===== src/rtl/multicycle_control.sv =====
`default_nettype none
// ============================================================================
// Module   : multicycle_control
// Summary  : Multicycle processor control FSM. The outputs depend on the state
//            only, except that the FETCH strobes are gated by MemReady.
// Revision : 1.0 - initial release
// ============================================================================
module multicycle_control (
    input  logic       clk,
    input  logic       rst,
    input  logic [5:0] Op,
    input  logic       MemReady,
    output logic       PCWrite,
    output logic       PCWriteCond,
    output logic       IorD,
    output logic       MemRead,
    output logic       MemWrite,
    output logic       IRWrite,
    output logic       RegDst,
    output logic       MemtoReg,
    output logic       RegWrite,
    output logic       ALUSrcA,
    output logic [1:0] ALUSrcB,
    output logic [1:0] PCSrc,
    output logic [3:0] ALUOp,
    output logic [3:0] State
);

    typedef enum logic [3:0] {
        FETCH  = 4'd0,  DECODE = 4'd1,  MEMADR = 4'd2,  MEMRD  = 4'd3,
        MEMWB  = 4'd4,  MEMWR  = 4'd5,  EXEC   = 4'd6,  RWB    = 4'd7,
        BRANCH = 4'd8,  ADDIEX = 4'd9,  ANDIEX = 4'd10, ORIEX  = 4'd11,
        IMMWB  = 4'd12, JUMP   = 4'd13
    } state_t;

    localparam logic [5:0] c_op_lw    = 6'b100011;
    localparam logic [5:0] c_op_sw    = 6'b101011;
    localparam logic [5:0] c_op_rtype = 6'b000000;
    localparam logic [5:0] c_op_beq   = 6'b000100;
    localparam logic [5:0] c_op_addi  = 6'b001000;
    localparam logic [5:0] c_op_andi  = 6'b001100;
    localparam logic [5:0] c_op_ori   = 6'b001101;
    localparam logic [5:0] c_op_j     = 6'b000010;

    state_t r_state;
    state_t w_next;
    state_t w_cur;

    always_ff @(posedge clk) begin
        if (rst) begin
            r_state <= FETCH;
        end else begin
            r_state <= w_next;
        end
    end

    always_comb begin
        // During reset the outputs show FETCH, with its write strobes suppressed
        w_cur       = rst ? FETCH : r_state;
        w_next      = FETCH;
        PCWrite     = 1'b0;
        PCWriteCond = 1'b0;
        IorD        = 1'b0;
        MemRead     = 1'b0;
        MemWrite    = 1'b0;
        IRWrite     = 1'b0;
        RegDst      = 1'b0;
        MemtoReg    = 1'b0;
        RegWrite    = 1'b0;
        ALUSrcA     = 1'b0;
        ALUSrcB     = 2'b00;
        PCSrc       = 2'b00;
        ALUOp       = 4'b0000;
        case (w_cur)
            FETCH: begin
                MemRead = 1'b1;
                ALUSrcB = 2'b01;
                PCWrite = MemReady & ~rst;
                IRWrite = MemReady & ~rst;
                w_next  = MemReady ? DECODE : FETCH;
            end
            DECODE: begin
                ALUSrcB = 2'b11;
                case (Op)
                    c_op_lw, c_op_sw: w_next = MEMADR;
                    c_op_rtype:       w_next = EXEC;
                    c_op_beq:         w_next = BRANCH;
                    c_op_addi:        w_next = ADDIEX;
                    c_op_andi:        w_next = ANDIEX;
                    c_op_ori:         w_next = ORIEX;
                    c_op_j:           w_next = JUMP;
                    default:          w_next = FETCH;
                endcase
            end
            MEMADR: begin
                ALUSrcA = 1'b1;
                ALUSrcB = 2'b10;
                w_next  = (Op == c_op_lw) ? MEMRD : MEMWR;
            end
            MEMRD: begin
                MemRead = 1'b1;
                IorD    = 1'b1;
                w_next  = MemReady ? MEMWB : MEMRD;
            end
            MEMWB: begin
                RegWrite = 1'b1;
                MemtoReg = 1'b1;
            end
            MEMWR: begin
                MemWrite = 1'b1;
                IorD     = 1'b1;
                w_next   = MemReady ? FETCH : MEMWR;
            end
            EXEC: begin
                ALUSrcA = 1'b1;
                ALUOp   = 4'b0010;
                w_next  = RWB;
            end
            RWB: begin
                RegWrite = 1'b1;
                RegDst   = 1'b1;
            end
            BRANCH: begin
                ALUSrcA     = 1'b1;
                ALUOp       = 4'b0001;
                PCWriteCond = 1'b1;
                PCSrc       = 2'b01;
            end
            ADDIEX, ANDIEX, ORIEX: begin
                ALUSrcA = 1'b1;
                ALUSrcB = 2'b10;
                ALUOp   = (w_cur == ANDIEX) ? 4'b0011 :
                          (w_cur == ORIEX)  ? 4'b0100 : 4'b0000;
                w_next  = IMMWB;
            end
            IMMWB: begin
                RegWrite = 1'b1;
            end
            JUMP: begin
                PCWrite = 1'b1;
                PCSrc   = 2'b10;
            end
            default: begin
                w_next = FETCH;
            end
        endcase
    end

    assign State = r_state;

endmodule
`default_nettype wire


===== config.mk =====
export PLATFORM = sky130hd
export DESIGN_NAME = multicycle_control
export DESIGN_NICKNAME = d
export VERILOG_FILES = /design/src/rtl/multicycle_control.sv
export SDC_FILE = /design/constraint.sdc
export NUM_CORES = 1
export LEC_CHECK = 0
export ABC_AREA = 1
export ABC_CLOCK_PERIOD_IN_PS = 3700
export CAP_MARGIN = 0
export CORE_MARGIN = 2
export CORE_UTILIZATION = 39
export DETAILED_ROUTE_END_ITERATION = 6
export GPL_ROUTABILITY_DRIVEN = 0
export MAX_ROUTING_LAYER = met4
export PLACE_DENSITY = 0.82
export REMOVE_ABC_BUFFERS = 1
export SLEW_MARGIN = 5
export SYNTH_ARGS = -nofsm -noshare
export SYNTH_HDL_FRONTEND = slang
export SYNTH_SLANG_ARGS = --single-unit

===== constraint.sdc =====
create_clock -name clk -period 3.7 [get_ports clk]
set_clock_uncertainty 0.1 [all_clocks]
set_input_delay 0.925 -clock clk [delete_from_list [all_inputs] [get_ports clk]]
set_output_delay 0.925 -clock clk [all_outputs]
set_load 0.005 [all_outputs]

==> impl_metrics.toml <==
[global_routing]
grt_max_degree = 8
grt_overflow = 0
grt_pass1_wl_um = 2214
grt_pass1_vias = 569
grt_use_total_pct = 19.95
grt_antenna_before_repair = 0

[die]
die_w_um = 40.27
fp.dieArea_um2 = 1621
core_area_um2 = 1269
num_io_pins = 31
core.rowCount = 13
die_h_um = 40.27
floorplan.initialDensity_pct = 40.43

[logic_synthesis]
ys_warn_count = 0
seq_area_frac_synth_pct = 15.61
yosys.area.top_type = "nand2_1"
syn_inst = 100
yosys-top-cells-area = "nand2_1 (17%), nor2_1 (16%), dfxtp_1 (16%)"
synth_seq_cells = 4
syn_area_um2 = 513.0
synth.top_cell.area_share_pct = 16.83
post_synth_num_cell_types = 18
syn_area_per_cell_um2 = 5.130

[route]
dr.pass1.iters = 4
vias = 717
drtIter0Drc = 10
drc = 0
vias_per_cell = 4.845
wirelength_um = 1401
ant_nets = 0
post_drt_wl_per_cell_um = 9.466

[placed_design]
place_hpwl_um = 1230
place_area_um2 = 822.0
portBuffers = 29

[power]
power_density_nw_per_um2 = 156.0
power.leakage_nw = 0.4341
power.total_w = 0.0001339
vdd_ir_drop_max_mv = 0.1824

[clock_network]
cts_buffers = 3
clockBufferDepth = 2
path_clk_slew_ns = 0.03
hold_buffers = 0
clockRootBuffer = "clkbuf_4"
h-tree-depth = 1
cts_tree = "done"
clock_sinks = 4
clk_latency_ns = 0.22

[critical_path]
critPathMaxFanout = 7
reg2reg_depth = 7
crit_path_end_kind = "primary output"
r2r_start = "State[0]"
worst_ep_arrival_time_ns = 2.26
rr_endpoint = "State[0]"
start_kind = "input pin"
rrSetupSlack_ns = 2.34
worst-setup-path-type = "in -> out"
cp_data_required_time_ns = 2.67

[layout]
fin_nets = 144
n_antenna_cell = 0
largest_register_ffs = 4
syn2layout_area_growth_pct = 67.32
drive_gt1_share_pct = 14.29
stdcell_area_um2 = 858.3

[hold_path]
hold_start = "State[3]"
hold_end = "State[3]"
hold_class = "reg -> reg"
hold_depth = 4

[sta]
rsz0062_at_grt = "no"
setup_violations = 0
layout_min_cycle_time_ns = 3.285
timing.setup.tns_ns = 0
finalCritPeriodShare_pct = 88.79
hold_viol_final = 0
timing.hold.ws_ns = 0.6906
drv_slew = 0
fmax_mhz = 304.4

[status]
status = "finished, final reports clean"

[job]
maxCapViolCount = 0
==> worst max path at each step <==
stage	from	endpoint	slack (ns)	cells after the start
floorplan	rst	ALUSrcB[1]	1.15	6
global placement	rst	PCSrc[0]	0.11	7
detailed placement	rst	ALUSrcB[1]	0.07	8
CTS	rst	ALUSrcB[1]	0.06	8
global route	rst	RegWrite	0.31	7
finish	rst	PCWriteCond	0.41	7
==> worst max-delay path, cell delays in order <==
cell and delay, ns:
dlymetal6s2s_1 0.18, inv_2 0.15, nand2_1 0.10, nor2_2 0.17, inv_1 0.11, nor2_1 0.12
clkdlybuf4s50_1 0.51
==> cells by family after synthesis <==
family          count (synthesis)  synth area share, %
simple gates                   66                57.07
buf+inv                        18                14.63
compound gates                 11                11.95
flops                           4                15.61
other cells                     1               0.7310
==> Yosys cell counts <==
cell,number
a21oi_1,5
nor2_2,4
dfxtp_1,4
conb_1,1
nand2_1,23
o21ai_1,1
nor3_2,1
clkinv_1,1
o21ai_0,2
buf_4,2
inv_1,13
nor2_1,22
nand3_1,12
inv_2,2
o21ai_2,1
nand2_2,3
o22ai_1,2
nand3_2,1
==> routing by layer <==
layer | up-vias | part of all wire, % | GRT usage, %
met5 | - | 0 | -
met4 | 0 | 0 | 2.500
met3 | 0 | 7.2 | 1.667
met2 | 30 | 51 | 37.50
met1 | 306 | 42 | 23.36
li1 | 381 | - | -
==> cell type report <==
type	count	area, um2
multi-input cells	78	361.6
repair buffers	32	315.3
fillers	126	410.4
clock buffers	3	22.52
well taps	15	18.77
flip-flops and latches	4	80.08
inverters	16	60.06
==> where the power goes <==
part           total (W)  internal, W  switching [W]
sequential     0.0000460    0.0000444     0.00000155
clock          0.0000492    0.0000360      0.0000133
combinational  0.0000388    0.0000204      0.0000184
==> repair_timing <==
item / 4_1_cts / 5_1_grt
setup buffers: 0 / 1
resized for setup: 0 / 2
setup endpoints to repair: 0 / 3
==> cells in the final DEF, fill, tap and decap left out, types with 2 or more instances in the layout <==
| cell type | n |
|---|---|
| nand3_1 | 12 |
| a21oi_1 | 4 |
| nand2_1 | 23 |
| clkdlybuf4s50_1 | 28 |
| o22ai_1 | 2 |
| dfxtp_1 | 4 |
| inv_2 | 2 |
| buf_4 | 3 |
| nor2_1 | 22 |
| o21ai_0 | 2 |
| clkbuf_4 | 3 |
| inv_1 | 13 |
| nand2_2 | 3 |
| nor2_2 | 4 |
==> stage by stage <==
stage               std cells  utilization (%)  setup slack, ns
floorplan                  98                -            1.154
global placement          144            64.79           0.1093
detailed placement        144            64.79          0.07342
CTS                       147            66.57          0.06256
global route              148            67.65           0.3093
finish                    148            67.65           0.4146
No activity file was read; power rests on OpenSTA's default activity.
==> variant, RTL diff (same settings) <==
Reset style: asynchronous (`rst`), changed in one clocked block.
--- a/src/rtl/multicycle_control.sv
+++ b/src/rtl/multicycle_control.sv
@@ -46,7 +46,7 @@
     state_t w_next;
     state_t w_cur;
 
-    always_ff @(posedge clk) begin
+    always_ff @(posedge clk or posedge rst) begin
         if (rst) begin
             r_state <= FETCH;
         end else begin
Behaviour: differs if rst is asserted again (counterexample within 4 cycles, from zero or initial values and one cycle with rst high); with rst held inactive, the same outputs for 10 cycles.
==> variant against the unedited design <==
Die area increased by 11%. Count of clock-buffer cells in the layout unchanged. Critical path type unchanged. Setup slack got worse by 0.014 ns. First-iteration DRC count decreased by 10%. Routed wire length increased by 10%. Maximum frequency decreased by 0.42%. Sequential cell count unchanged. Highest routed layer is now met4. Power increased by 15%. Area after synthesis increased by 12%. Via count increased by 4.9%. Worst hold slack got worse by 0.12 ns. Cell area increased by 5.1%.
==> variant: results <==
metrics = {
    "pwr": {
        "powerComb_uw": 49.0,
        "power.total_uw": 154,
        "pg_clk_uw": 57.3,
        "ir_drop_v": 0.000158,
        "leakagePower_uw": 0.000452,
        "swShare_pct": 31.4,
    },
    "synthesis": {
        "synth_cell_type_count": 21,
        "synth_area_leaders": "dfrtp_1, nor2_1, nand3_1",
        "ys_seq_area_share_pct": 17.4,
        "synthArstFlopShare_pct": 100,
        "synthTopCellsByCount": "nor2_1, nand2_1, nand3_1",
        "syn_area_per_cell_um2": 5.43,
        "yosys_warnings": 0,
    },
    "cts": {
        "clk_latency_ns": 0.24,
        "numCtsBuffers": 3,
        "cts_setup_buffers": 0,
        "htreeDepth": 1,
        "root_buffer": "clkbuf_4",
        "cts.clk_slew.worst_paths_ns": 0.04,
        "clk_path_buf_depth": 2,
        "cts.repair.resized": 0,
    },
    "global_routing": {
        "track_usage_pct": 18.8,
        "grt_remaining_overflow": 0,
        "grt_pass1_vias": 649,
        "grt_max_degree": 13,
        "antenna_found_initial": 0,
        "grt_pass1_wl_um": 2550,
    },
    "worst_setup_path": {
        "r2r_end": "State[2]",
        "worstPathMaxFanout": 12,
        "r2r_slack_ns": 2.39,
        "cp-startpoint": "rst",
        "critPathCapture": "MemRead",
        "r2r_start": "State[2]",
        "cp.arrival_ns": 2.27,
        "r2r_cells": 5,
    },
    "drt": {
        "dr.first_iter.drc_count": 9,
        "ant_nets": 0,
        "routedWlPerCell_um": 10.1,
        "vias_per_cell": 4.95,
        "drt_first_pass_iters": 4,
    },
    "status": {
        "status": "completed",
    },
    "cells_and_area": {
        "diodes": 0,
        "largest_register_ffs": 4,
        "nFillCells": 117,
        "final_cells": 152,
        "drive_gt1_share_pct": 13.1,
    },
    "placement": {
        "dp_hpwl_um": 1320,
        "numPortBuffers": 29,
    },
    "worst_hold_path": {
        "hold_class": "in2async",
    },
}
## variant: cell count changes after synthesis, moves of 2 or more
cell     change
dfxtp_1      -4
o21ai_0      +2
nand4_1      +2
and2_1       +2
dfrtp_1      +4
a21oi_1      -5
nand3_1      +4
nand2_1      -2
## variant: per-layer routing
metal	vias up	track usage, %	wire length, µm
li1	399	-	-
met1	320	17.6	617
met2	31	35.7	809
met3	2	3.88	95
met4	0	9.38	20
met5	-	-	0
## variant: worst min-delay path by stage
stage	startpoint	end	slack, ns	depth (start not counted)
CTS	State[1]	State[1]	0.69	5
finish	rst	State[1]	0.57	2
detailed placement	State[1]	State[3]	0.69	5
global placement	State[1]	State[3]	0.69	5
global route	rst	State[1]	0.61	2
floorplan	rst	State[0]	0.59	1
## variant: final cells by class
type                       count  area share (%)
sequential                     4            11.1
multi-input combinational     84            44.1
clock buffer                   3            2.50
inverter                      16            6.93
tap                           15            2.08
timing repair buffer          30            33.3
## variant: cell families (layout without fill, tap and decap cells)
group           count (synthesis)  count (layout)  synth area share, %
compound gates                  9               9                 9.13
simple gates                   74              74                 59.3
other cells                     1               1                0.652
flops                           4               4                 17.4
buf+inv                        18              49                 13.5
## variant: metrics by stage
step / cell area [µm²] / setup WS, ns / hold WS [ns]
final: 902 / 0.401 / 0.574
after global routing: 902 / 0.278 / 0.609
after CTS: 900 / 0.0395 / 0.693
after detailed placement: 877 / 0.0560 / 0.686
after global placement: 877 / 0.0793 / 0.691
after floorplan: 561 / 1.18 / 0.593
## variant: critical path, cell delays in order
cell	delay [ns]
dlymetal6s2s_1	0.20
inv_4	0.12
o21ai_1	0.17
inv_1	0.12
o21ai_0	0.20
clkdlybuf4s50_1	0.54
